### src/rtl/demux4_reg.sv
// demux4_reg: registered 1-to-4 demux with valid/ready per channel; DEMUX4_STALL_CNT_EN adds stall_count
module demux4_reg #(
  parameter int WIDTH = 8
) (
  input  logic             clk,
  input  logic             rst,
  input  logic             in_valid,
  output logic             in_ready,
  input  logic [1:0]       in_sel,
  input  logic [WIDTH-1:0] in_data,
  output logic [3:0]       out_valid,
  input  logic [3:0]       out_ready,
  output logic [WIDTH-1:0] out_data_0,
  output logic [WIDTH-1:0] out_data_1,
  output logic [WIDTH-1:0] out_data_2,
  output logic [WIDTH-1:0] out_data_3
`ifdef DEMUX4_STALL_CNT_EN
  ,
  output logic [7:0]       stall_count
`endif
);
  typedef enum logic {EMPTY = 1'b0, FULL = 1'b1} st_t;
  st_t st [4];
  st_t st_nx [4];
  logic [WIDTH-1:0] d [4];
  logic [3:0] load;
  logic accept;
  assign in_ready = ~out_valid[in_sel] | out_ready[in_sel];
  assign accept = in_valid & in_ready;
  always_comb begin
    for (int i = 0; i < 4; i++) begin
      load[i] = accept && in_sel == 2'(i);
      st_nx[i] = load[i] ? FULL : (st[i] == FULL && out_ready[i]) ? EMPTY : st[i];
    end
  end
  always_ff @(posedge clk) begin
    for (int i = 0; i < 4; i++) begin
      if (rst) begin
        st[i] <= EMPTY;
        d[i] <= '0;
      end else begin
        st[i] <= st_nx[i];
        if (load[i]) d[i] <= in_data;
      end
    end
  end
  for (genvar n = 0; n < 4; n++) begin : g_ch
    assign out_valid[n] = st[n] == FULL;
  end
  assign out_data_0 = d[0];
  assign out_data_1 = d[1];
  assign out_data_2 = d[2];
  assign out_data_3 = d[3];
`ifdef DEMUX4_STALL_CNT_EN
  always_ff @(posedge clk) begin
    if (rst) stall_count <= '0;
    else if (in_valid && !in_ready && stall_count != 8'hFF) stall_count <= stall_count + 8'd1;
  end
`endif
endmodule
### config.mk
export PLATFORM = sky130hd
export DESIGN_NAME = demux4_reg
export DESIGN_NICKNAME = d
export VERILOG_FILES = /design/src/rtl/demux4_reg.sv
export SDC_FILE = /design/constraint.sdc
export NUM_CORES = 1
export LEC_CHECK = 0
export BUFFER_PORTS_ARGS = -buffer_cell sky130_fd_sc_hd__buf_2
export CORE_MARGIN = 2
export CORE_UTILIZATION = 48
export DETAILED_ROUTE_END_ITERATION = 7
export GPL_TIMING_DRIVEN = 0
export PLACE_DENSITY = 0.74
export RECOVER_POWER = 50
export SETUP_SLACK_MARGIN = 0.2
export SYNTH_ARGS = -nofsm -noshare
export SYNTH_HDL_FRONTEND = slang
export SYNTH_SLANG_ARGS = --single-unit
### constraint.sdc
create_clock -name clk -period 1.45 [get_ports clk]
set_input_delay 0.2175 -clock clk [delete_from_list [all_inputs] [get_ports clk]]
set_output_delay 0.2175 -clock clk [all_outputs]
set_load 0.02 [all_outputs]
# == Word level (Yosys, flattened, before mapping) ==
# Memories as Yosys holds them, arrays and structs flattened.
# Index checks and enable logic that the tools add are counted.
# classes
n_lt_le_gt_ge,1
n_eq_ne,3
mux,35
n_bitwise,11
n_reduce_logical,9
# ops
operator,n
8-bit two-way mux,4
1-bit two-way mux,29
1-bit bitwise OR,9
1-bit logical AND,8
1-bit binary-select mux with 2-bit select,2
2-bit equality test (second input constant),2
2-bit by 3-bit less-than comparator with 1-bit output (second input constant),1
2-bit by 1-bit equality test with 1-bit output (second input constant),1
2-bit logical NOT,1
1-bit AND,1
1-bit inverter,1
# word_totals
register_bits,0
ram_bits,36
output_inout_bits,37
memories,2
# memory_table
name,depth,word_bits,read_ports,rd_ports_with_merged_regs,wr,line,source
d,4,8,4,0,4,25,logic [WIDTH-1:0] d [4];
st,4,1,4,0,4,23,st_t st [4];

# == Longest topological paths before layout ==
# logic_depth
word_depth,10
depth_mapped,4
mapped_depth_nobuf,2

# == Worst setup path before layout ==
# Ideal clock, no wire load.
# synth_timing
path_kind,flip-flop to output port
startpoint,memory st[1][1] in the netlist's numbering
endpoint,output in_ready
t_arrival_ns,1.219
required_time_ns,1.233
slack_ns,0.013
stages_incl_launch_ff,3
path_buffers,0
cell_sequence,dfxtp_1 -> or2b_1 -> mux4_2
# synth_lines
item,line,source
start: declaration,23,
end: declaration,8,"output logic in_ready,"

==> key figures <==
Outcome
  • Run status: finished, violations left
  • Violated checks: setup timing

Setup path
  • Worst Path Required: 1.23 ns
  • CP max-delay cell: mux4_2
  • Startpoint types: flip-flop
  • Critical Path AT: between 1.5 and 2 ns
  • Slowest cell delay on critical path: around 0.48 ns
  • Crit end category: output pin
  • Crit Path Class: flip-flop to output pin
  • CP cell instances: or2b_1 -> mux4_2 -> buf_6
  • Max FO, Critical Path: 2

Detailed routing
  • Drt pass-1 iters: 4
  • Initial DRC Count: 32
  • Routed Antenna Nets: 0
  • Final wirelength: 3160 um
  • DRC Markers: 0
  • Via count: 1152
  • Wire per inst: between 10 and 15 um
  • Post-DR vias/cell: 5.21

Timing
  • Fin Clk Skew: 0.00683 ns
  • Fin worst setup slack: -0.337 ns
  • Final setup violation count: 1
  • Pins Over Slew Limit: 0
  • Min Hold Slack: 0.207 ns
  • Tcrit/Tclk final: 123%
  • Fmax achieved: 560 MHz
  • Final hold vios: 0
  • Worst-margin pin slew: 0.423 ns
  • Rel. slew slack: between 70% and 80%
  • RSZ-0062 raised after global routing: true
  • Minimum clock period: 1.79 ns

Synth
  • Leading post-synthesis cells by cell area: edfxtp_1 63%, nor3_1 11%, dfxtp_1 5.3%, nand3b_1 4.9%, a41o_1 2.6%
  • Warnings from Yosys: 0
  • Mean Syn Cell Area: 13.3 um2
  • Syn nets: 131
  • Post-synth cell types: 21
  • Post-synth EDFFs: 32
  • Fraction of registers with async set/reset: 0%
  • Synth Register Bits: 36
  • Synth Instances: between 100 and 150
  • Mapped cell area: approximately 1500 um2
  • Register area share after synthesis: approximately two thirds
  • Synth top area share: a little over three fifths
  • Most instantiated cells after synthesis: 32 x edfxtp_1, 32 x nor3_1, 10 x nand3b_1, 5 x clkbuf_1
  • Yosys top cell by area: edfxtp_1
  • Main synth FF type: edfxtp_1

Pwr
  • Net switching power: 514 uW
  • Comb pwr share: 11.5%
  • Sw frac: 24.2%
  • P_int: about 1600 uW
  • Pleak: between 0.0006 and 0.0007 uW
  • Sequential Power Share: a little under three fifths
  • Peak supply drop: 0.546 mV
  • Power Density: between 1000 and 1500 nW/um2
  • Clock power frac: 32.6%

Floorplan
  • Die ar.: 3630 um2
  • Rows: 20
  • Die Width: 60.2 um
  • Die Span Y: 60.2 um
  • Ports: 54
  • Core ar.: 3030 um2
  • Starting Density: between 50% and 60%

Cells and area
  • Multi-input logic area: 419 um2
  • Utilization after layout: between 60% and 70%
  • Fraction of layout cells with a size suffix above 1: between 20% and 30%
  • Final Cell Area: 1910 um2
  • Sequential cell area: ~1000 um2
  • Fillers: 264
  • Synthesis-to-layout area growth: 26.0%
  • Nets@finish: 193
  • Non-Filler Instances: around 220
  • Ant diodes: 0

Clock tree
  • Cts hold-fix bufs: 0
  • Worst-Skew Late Latency: 0.33 ns
  • Worst-path clk slew: 0.11 ns
  • Root Buffer: clkbuf_4
  • H-tree depth: 2
  • Cts bufs inserted: 5
  • Max clock buf depth: 2
  • CTS tree: done
  • CTS Sinks: 36

Hold path
  • HP Class: input pin to flip-flop

Global route
  • Gr ovfl total: 0
  • Pin count of the biggest net entering global routing: 13
  • All-layer global routing usage: between 10% and 20%
  • First-pass GRT wire length: 4890 um
  • Number of global-route vias before repair: 1063
  • Antenna violations before repair: 0

Placed design
  • Inst Count DP: 211
  • Dpl cell area: 1850 um2
  • GP Congestion: approximately 0.8
  • DP HPWL: between 2000 and 2500 um
  • # port buffers: 53

Job
  • Max Cap Viol: 0
## worst max-delay path: cells and delay by family, from the launching register on
family / cells / cell delay (ns)
flip-flops: 1 / 0.36
multiplexers: 1 / 0.48
buffers and inverters: 1 / 0.15
AND/OR/NAND/NOR: 1 / 0.25
## worst paths after layout
kind | startpoint | endpoint | slack (ns) | cells after the start
setup reg to reg | st[1][1] | d[3][0] | 0.21 | 3
setup / recovery | st[1][1] | in_ready | -0.34 | 3
hold reg to reg | st[0][0] | st[0][0] | 0.56 | 2
hold / removal | out_ready[1] | st[0][1] | 0.21 | 3
## flip-flops by register name (all words and copies together), names as in the netlist
register and count:
d 32, st 4
## layout make-up
cell class	instances	share of cell area, %
plain buffers	11	3.08
repair buffers	55	12.7
clock inverters	3	2.23
clock buffers	5	1.96
flip-flops and latches	36	54.8
inverters	2	0.393
multi-input cells	65	21.9
well taps	44	2.88
## power by group through the flow
| stage | clock network [uW] | logic (uW) | registers, uW |
|---|---|---|---|
| global route | 747 | 264 | 1190 |
| floorplan | 0 | 94.5 | 1270 |
| finish | 691 | 245 | 1190 |
| CTS | 702 | 258 | 1180 |
| detailed placement | 0 | 251 | 1210 |
| global placement | 0 | 244 | 1210 |
## through the flow
stage | TNS [ns] | total power (uW) | worst slack [ns]
2_1_floorplan | 0 | 1370 | 0.0961
3_5_place_dp | 0 | 1460 | 0.0157
5_1_grt | -0.396 | 2200 | -0.396
3_3_place_gp | 0 | 1450 | 0.0113
4_1_cts | -0.348 | 2140 | -0.348
6_report | -0.337 | 2120 | -0.337
## routing by layer
layer,track usage [%],routed length (um)
met5,0,0
met4,8.89,49
met3,5.41,181
met2,30.9,1570
met1,23.8,1360
## cell usage in the layout, fill, tap and decap left out, drive strengths merged
master,synthesis,final
a21oi,4,4
a41o,4,4
buf,6,25
bufinv,0,1
clkbuf,5,46
clkinv,0,1
clkinvlp,0,1
dfxtp,4,4
edfxtp,32,32
inv,2,2
mux4,1,1
nand2,1,1
nand2b,4,4
nand3,1,1
nand3b,10,10
nor2b,4,4
nor3,32,32
or2,1,1
or2b,2,2
or3b,1,1
## cells by family (layout without fill, tap and decap cells)
group | count (synthesis) | count (layout) | share of synthesized area [%]
buffers and inverters | 13 | 76 | 4.62
muxes | 1 | 1 | 1.48
DFF | 36 | 36 | 68.6
AOI/OAI and AO/OA | 8 | 8 | 3.96
and+or+nand+nor | 56 | 56 | 21.4
## timing repair
item,in CTS,in global routing
setup endpoints to repair,17,19
resized for setup,5,4
buffers inserted,2,0
pin swaps,1,0
No activity file was read; power rests on OpenSTA's default activity.
